<file path="config.mk">
export PLATFORM = sky130hd
export DESIGN_NAME = xaui_tx_idle_gen
export DESIGN_NICKNAME = d
export VERILOG_FILES = /design/src/rtl/xaui_pkg.sv /design/src/rtl/xaui_prbs7.sv /design/src/rtl/xaui_tx_idle_gen.sv
export SDC_FILE = /design/constraint.sdc
export NUM_CORES = 1
export LEC_CHECK = 0
export CAP_MARGIN = 5
export CELL_PAD_IN_SITES_DETAIL_PLACEMENT = 0
export CELL_PAD_IN_SITES_GLOBAL_PLACEMENT = 1
export CORE_MARGIN = 2
export CORE_UTILIZATION = 25
export CTS_CLUSTER_DIAMETER = 150
export DETAILED_ROUTE_END_ITERATION = 8
export GPL_TIMING_DRIVEN = 0
export PLACE_DENSITY = 0.74
export SLEW_MARGIN = 20
export SYNTH_ARGS = -nofsm -noshare
export SYNTH_HDL_FRONTEND = slang
export SYNTH_SLANG_ARGS = --single-unit
export TNS_END_PERCENT = 5
</file>
<file path="constraint.sdc">
create_clock -name CLK -period 2.4 [get_ports CLK]
set_input_delay 0.48 -clock CLK [delete_from_list [all_inputs] [get_ports CLK]]
set_output_delay 0.48 -clock CLK [all_outputs]
set_load 0.02 [all_outputs]
</file>
<file path="src/rtl/xaui_pkg.sv">
// xaui_pkg: shared XAUI code points, PRBS7 seed, align spacing and lane encoder
package xaui_pkg;
    localparam logic [7:0] CODE_I = 8'h07;
    localparam logic [7:0] CODE_T = 8'hFD;
    localparam logic [7:0] CODE_E = 8'hFE;
    localparam logic [7:0] CODE_K = 8'hBC;
    localparam logic [7:0] CODE_R = 8'h1C;
    localparam logic [7:0] CODE_A = 8'h7C;
    localparam logic [7:0] CODE_S = 8'hFB;
    localparam logic [7:0] CODE_Q = 8'h9C;
    localparam logic [6:0] PRBS_SEED = 7'h7F;
    localparam logic [4:0] A_MIN = 5'd16;

    typedef struct packed {
        logic       isk;
        logic [7:0] code;
    } lane_t;

    // Control lanes keep only the codes the transceiver may carry; anything else becomes /E/.
    function automatic lane_t encode_lane(input logic [7:0] d, input logic c);
        lane_t l;
        l.isk  = c;
        l.code = (!c || d == CODE_S || d == CODE_T || d == CODE_E || d == CODE_Q) ? d : CODE_E;
        return l;
    endfunction
endpackage

</file>
<file path="src/rtl/xaui_prbs7.sv">
// xaui_prbs7: free-running PRBS7 LFSR used to randomise idle K/R choice and ||A|| spacing
//   CLK  in   column clock
//   RST  in   synchronous active-high reset, loads PRBS_SEED
//   o_p  out  current LFSR state
module xaui_prbs7
    import xaui_pkg::*;
(
    input  logic       CLK,
    input  logic       RST,
    output logic [6:0] o_p
);
    logic [6:0] r_p;

    always_ff @(posedge CLK) begin
        if (RST) r_p <= PRBS_SEED;
        else     r_p <= {r_p[5:0], r_p[6] ^ r_p[5]};
    end

    assign o_p = r_p;
endmodule

</file>
<file path="src/rtl/xaui_tx_idle_gen.sv">
// xaui_tx_idle_gen: XGMII-to-XAUI transmit idle/align generator with one-cycle latency
//   CLK           in   column clock
//   RST           in   synchronous active-high reset
//   TX_EN         in   0 forces ||K|| on every column
//   XGMII_TXD     in   XGMII column, lane n on [8n+7:8n]
//   XGMII_TXC     in   per-lane control flags
//   TXD           out  encoded column
//   TXCHARISK     out  per-lane K flags
//   ALIGN_STROBE  out  high while an ||A|| column is on TXD
module xaui_tx_idle_gen
    import xaui_pkg::*;
(
    input  logic        CLK,
    input  logic        RST,
    input  logic        TX_EN,
    input  logic [31:0] XGMII_TXD,
    input  logic [3:0]  XGMII_TXC,
    output logic [31:0] TXD,
    output logic [3:0]  TXCHARISK,
    output logic        ALIGN_STROBE
);
    logic [6:0]  w_p;
    logic        w_idle;
    logic        w_seen_t;
    logic        w_sel_a;
    lane_t       w_lane;
    logic [31:0] w_lane_txd;
    logic [3:0]  w_lane_isk;
    logic [7:0]  w_idle_code;
    logic [31:0] w_txd;
    logic [3:0]  w_isk;
    logic [4:0]  w_a_next;
    logic [4:0]  r_a_cnt;
    logic        r_force_k;
    logic [31:0] r_txd;
    logic [3:0]  r_isk;
    logic        r_strobe;

    xaui_prbs7 u_prbs (
        .CLK (CLK),
        .RST (RST),
        .o_p (w_p)
    );

    // Lanes after the first /T/ are padded with /K/ so the idle stream starts mid-column.
    always_comb begin
        w_idle     = (XGMII_TXC == 4'hF) && (XGMII_TXD == {4{CODE_I}});
        w_seen_t   = 1'b0;
        w_lane     = '0;
        w_lane_txd = '0;
        w_lane_isk = '0;
        for (int n = 0; n < 4; n++) begin
            w_lane                = encode_lane(XGMII_TXD[8*n +: 8], XGMII_TXC[n]);
            w_lane_txd[8*n +: 8]  = w_seen_t ? CODE_K : w_lane.code;
            w_lane_isk[n]         = w_seen_t | w_lane.isk;
            w_seen_t              = w_seen_t | (XGMII_TXC[n] && XGMII_TXD[8*n +: 8] == CODE_T);
        end
        w_sel_a     = TX_EN && w_idle && r_a_cnt == 5'd0;
        w_idle_code = w_sel_a ? CODE_A : (r_force_k || w_p[0]) ? CODE_K : CODE_R;
        w_txd       = !TX_EN ? {4{CODE_K}} : w_idle ? {4{w_idle_code}} : w_lane_txd;
        w_isk       = (!TX_EN || w_idle) ? 4'hF : w_lane_isk;
        // a_cnt parks at zero until an idle column can carry the ||A||.
        w_a_next    = !TX_EN ? r_a_cnt :
                      w_sel_a ? A_MIN + {1'b0, w_p[3:0]} :
                      (r_a_cnt != 5'd0) ? r_a_cnt - 5'd1 : r_a_cnt;
    end

    always_ff @(posedge CLK) begin
        if (RST) begin
            r_txd     <= {4{CODE_K}};
            r_isk     <= 4'hF;
            r_strobe  <= 1'b0;
            r_a_cnt   <= A_MIN;
            r_force_k <= 1'b0;
        end else begin
            r_txd     <= w_txd;
            r_isk     <= w_isk;
            r_strobe  <= w_sel_a;
            r_a_cnt   <= w_a_next;
            r_force_k <= TX_EN && !w_idle && w_seen_t;
        end
    end

    assign TXD          = r_txd;
    assign TXCHARISK    = r_isk;
    assign ALIGN_STROBE = r_strobe;
endmodule

</file>
---- Yosys cells after proc, flatten, opt, wreduce, memory -nomap -nowiden ----
Index checks and enable logic that the tools add are counted.
word-level totals
  memory bits (read-only) ................. 0
  memories ................................ 0
  word-level logic and storage cells ...... 85
  bits in latches ......................... 0
  memory bits (writable) .................. 0
  output and inout port bits .............. 37
  input port bits ......................... 39
  register bits ........................... 50
cells by class
  divide/modulo/power cells ............... 0
  muxes and demuxes ....................... 12
  eq/ne operators ......................... 18
  magnitude comparators ................... 0
  $add $sub $neg .......................... 2
  shift operators ......................... 0
  $mul .................................... 0
  reductions and logical operators ........ 39
  bitwise logic cells ..................... 8
operators by type and width
  kind                  count
  $eq 8x8->1 const B    16
  $mux 8                9
  $eq 32x27->1 const B  1
  $mux 32               1
  $logic_or 1x1->1      18
  $mux 5                2
  $logic_and 1x1->1     9
  $logic_not 1->1       6
  $or 1x1->1            6
  $add 5x4->5 const A   1
  $logic_not 5->1       1
  $reduce_bool 5->1     1
  $sub 5x1->5 const B   1
  $eq 4x4->1 const B    1
  $reduce_or 2->1       2
  $reduce_and 2->1      1
  $reduce_bool 2->1     1
  $not 1->1             1
  $xor 1x1->1           1

---- Longest topological paths before layout ----
  depth after elaboration ................. 8
  gate-level depth with buffers ........... 7
  gate-level depth less buffers ........... 7

---- Cells and area by module ----
From an unflattened synthesis, not the netlist that was laid out.
second synthesis, totals
  cell total of the unflattened synthesis .. 233
  area total of the unflattened synthesis .. 2,168.3 um^2
by module, submodules not included
  module            area an instance (um^2)  cells an instance  seq. area each (um^2)  times used
  xaui_tx_idle_gen  1,975.6                  218                860.8                  1
  xaui_prbs7        192.7                    15                 140.1                  1

---- Worst setup path after synthesis ----
OpenSTA, ideal clock, no wires.
  path kind ............................... input to register
  from .................................... in XGMII_TXD[5]
  to ...................................... reg r_a_cnt[1]
  stages on the path ...................... 6
  path buffers ............................ 1
  data arrival time ....................... 2,009 ps
  data required time ...................... 2,275 ps
  library setup time ...................... 125 ps
  path slack .............................. 266 ps
  cells stage by stage .................... or3b_1 or4_1 nor3_2 buf_6 nor4b_1 nor3_1
between the ends
  cells in the longest elaborated chain, start to end .. 6
  elaborated cells between the ends (all ways) .. 7
  those cells by class .................... eq/ne: 1; mux: 1; reduce/logical: 5
RTL lines
  what                                RTL line                source
  from (decl)                         xaui_tx_idle_gen.sv:16  input logic [31:0] XGMII_TXD,
  $eq 32x27->1 *                      xaui_tx_idle_gen.sv:47  w_idle = (XGMII_TXC == 4'hF) && (XGMII_TXD == {4{CODE_I}});
  $logic_and 1x1->1 *                 xaui_tx_idle_gen.sv:47
  $logic_and 1x1->1 * (2 in a row)    xaui_tx_idle_gen.sv:58  w_sel_a = TX_EN && w_idle && r_a_cnt == 5'd0;
  $reduce_bool 2->1 (no source line)  n/a
  $reduce_and 2->1 (no source line)   n/a
  to (signal assigned)                xaui_tx_idle_gen.sv:79  r_a_cnt <= w_a_next;
  to (decl)                           xaui_tx_idle_gen.sv:33  logic [4:0] r_a_cnt;
Every way passes the cells marked *; elsewhere a longest branch is shown, timed or not.
A chain may end at the register's enable or synchronous reset.

---- Worst setup path in the final report ----
  from .................................... in XGMII_TXD[13]
  to ...................................... reg r_txd[22], in the netlist TXD[22]
between the ends
  cells in the longest elaborated chain, start to end .. 6
  elaborated cells between the ends (all ways) .. 10
  those cells by class .................... eq/ne: 2; mux: 3; bitwise: 1; reduce/logical: 4
RTL lines
  what                            RTL line                source
  $eq 32x27->1                    xaui_tx_idle_gen.sv:47
  $logic_and 1x1->1               xaui_tx_idle_gen.sv:47
  $logic_and 1x1->1 (2 in a row)  xaui_tx_idle_gen.sv:58
  $mux 8                          xaui_tx_idle_gen.sv:59  w_idle_code = w_sel_a ? CODE_A : (r_force_k || w_p[0]) ? CODE_K : CODE_R;
  $mux 32 *                       xaui_tx_idle_gen.sv:60  w_txd = !TX_EN ? {4{CODE_K}} : w_idle ? {4{w_idle_code}} : w_lane_txd;
  to (signal assigned)            xaui_tx_idle_gen.sv:70  r_txd <= {4{CODE_K}};
  to (signal assigned)            xaui_tx_idle_gen.sv:76  r_txd <= w_txd;
  to (decl)                       xaui_tx_idle_gen.sv:35  logic [31:0] r_txd;
Marks and branches as above.

==> qor.csv <==
metric;value;unit
global route total overflow;0;
max incr delay on CP;520;ps
Async S/R FF share, synth;0;%
Syn Area/Cell;9.00;um2
Worst-Margin Slew;776;ps
Num CTS Buffers;5;
Cell Rows;33;
post-synth top area share;47.1;%
leakage power;1.13;nW
PwrDens;562;nW/um2
Hold WC Path Type;register to register;
drt drc;0;
Reg2Reg Depth;7;
GRT Total Usage;13.8;%
post-synthesis net count;277;
Pre-Repair DR Iteration Count;4;
largest net degree at the start of global routing;16;
Ports;76;
FF-to-FF setup slack;140;ps
vias per inst;4.86;
ANT nets after route;0;
status;finished clean;
element type at the critical path end;register;
Min Hold Slack;430;ps
largest family of logic cells by synthesized area;simple AND/OR/NAND/NOR gates;
worst hold path cell count;1;
final-report setup violation count;0;
top-count cell post-synth;dfxtp_1;
Main synth FF type;dfxtp_1;
fin crit share;97.7;%
Synth Area in Adders;1.18;%
Relative slew margins;48.1;%
GP Congestion;0.832;
Max clock buf depth;2;
drt total wl;6090;um
PortBufs;75;
Synth warnings;0;
delay-heaviest family, CP;simple AND/OR/NAND/NOR gates;
post-synthesis cell area;2120;um2
Bufs and invs on worst path;3;
Final HPWL DP;4780;um
first-pass GRT wire length;9730;um
clock period minus worst slack;2350;ps
Final #Nets;359;
die area;9250;um2
Sink Count;50;
Die H;96.2;um
EDFF count, synth;0;
number of antenna violations at the first check in global routing;0;
synth top area cells;dfxtp_1, nor2_1, nor4b_1;
sequential area share after synthesis;47.1;%
CP Max Fanout;10;
synthesized instance count;236;
#FFs+latches synth;50;
RSZ-0062 raised after global routing;yes;
antenna cell count;0;
core area;8220;um2
post-synthesis simple-gate area fraction;34.5;%
die width;96.2;um
final hold vios;0;
Slew Viols, Final;0;
WP data required;2600;ps
cts hold-fix bufs;0;
CTS H-tree depth;2;
CP Class;input pin to register;
share of cells above drive strength 1;11.9;%
Fmax;426;MHz
fin util;38.7;%
Worst Path Arrival;2550;ps
startpoint types;input pin;
Clk pin slew, worst setup/hold paths;90;ps
Final Power;1.79;mW
Max VDD drop;0.000340;V
violation count after the first detailed-route iteration;69;
Clock Skew;7.26;ps
max-cap violations;0;
Clock Tree Root;clkbuf_8;
vias in the first global route;1956;
Commonest cells post-synth;dfxtp_1, nor2_1, nor3_1;
mux share of post-synthesis cell area;1.00;%
CP Cell Sequence;clkdlybuf4s50_1, or2_4, or4_1, nor3_2, buf_6, buf_8, nand3_2, o41ai_2;
post-synthesis cell type count;39;
Routed WL per cell;14.4;um
Area growth, synth to finish;49.9;%
Yosys top cell by area;dfxtp_1;
CTS tree;built;
starting density of the core;25.8;%
compound-cell area share of the yosys netlist;10.8;%
Levels on crit path;8;
via count;2061;
xor and xnor area share after synthesis;2.06;%
worst skew pair latency;300;ps
slowest cell on the critical path;or4_1;
==> worst register-to-register path: stages, from the launching register on <==
cell      delay, ps
dfxtp_1         350
inv_1           100
ha_1            200
or4b_2          590
clkbuf_1        200
o21ai_0         150
nor4b_2         410
o21ai_0         160
==> report_power, final <==
group / internal (mW) / total (mW) / switching [mW] / leakage (nW)
registers: 0.865 / 0.889 / 0.0233 / 0.410
clock network: 0.307 / 0.586 / 0.279 / 0.0579
logic: 0.159 / 0.315 / 0.157 / 0.664
total: 1.33 / 1.79 / 0.459 / 1.13
==> cell type report <==
class / count / area, um2
tap: 105 / 131
buffer: 6 / 41.3
sequential: 50 / 1000
timing repair buffer: 75 / 749
clock buffer: 5 / 68.8
multi-input combinational: 172 / 1120
clock inverter: 3 / 40.0
fill: 856 / 5030
inverter: 8 / 30.0
==> per-layer routing <==
metal	global-route usage (%)	part of all wire, %	up-vias
li1	-	-	1024
met1	19.0	50	964
met2	21.6	42	67
met3	2.66	6.5	6
met4	4.29	1.3	0
met5	0	0	-
==> layout by cell type (no fill, tap or decap), types with 2 or more instances in the layout <==
master,count
nor3_2,3
or4_1,6
xnor2_1,5
clkbuf_8,5
dfxtp_1,50
or3b_4,2
clkbuf_1,4
nor4b_1,7
and2_1,4
a31oi_1,2
or2_4,2
o21ai_0,9
nor3_1,13
clkdlybuf4s50_1,71
nor2_1,22
a21oi_1,14
or2_2,8
nor4b_2,3
nand3_1,8
or4b_2,3
dlygate4sd2_1,3
o41ai_1,3
nand2b_1,12
nand4_1,5
nand2_1,12
inv_1,8
ha_1,2
nor4_1,4
clkinv_2,2
a211oi_1,3
or3_1,5
==> worst paths after layout <==
| check | endpoint | startpoint |
|---|---|---|
| setup / recovery | TXD[22] | XGMII_TXD[13] |
| hold reg to reg | u_prbs.o_p[5] | u_prbs.o_p[4] |
| hold / removal | u_prbs.o_p[5] | u_prbs.o_p[4] |
| setup reg to reg | TXD[7] | r_a_cnt[0] |
==> sequential cells by signal, indices dropped and copies added (netlist names) <==
register	flops
r_force_k	1
r_a_cnt	5
ALIGN_STROBE	1
TXD	32
u_prbs.o_p	7
TXCHARISK	4
==> what timing repair did <==
action                                  4_1_cts  5_1_grt
endpoints found under the setup margin       25       18
buffers inserted                              0        0
pin swaps                                     1        2
gates cloned                                  0        0
gates resized for setup                      10        8
==> metrics by stage <==
step	setup TNS, ps	instances	instance area, um2	setup slack [ps]
global placement	-18490	416	3010	-784
floorplan	0	236	2120	266
global route	-90.7	424	3180	-39.6
CTS	0	424	3160	0.0118
finish	0	424	3180	54.6
detailed placement	-15300	416	3010	-572
==> cell families after synthesis <==
group	after synthesis
buffers and inverters	14
and+or+nand+nor	126
DFF	50
adders and majority gates	2
xor gates and xnor gates	5
AOI/OAI and AO/OA	37
muxes	2
No activity file was read; power rests on OpenSTA's default activity.
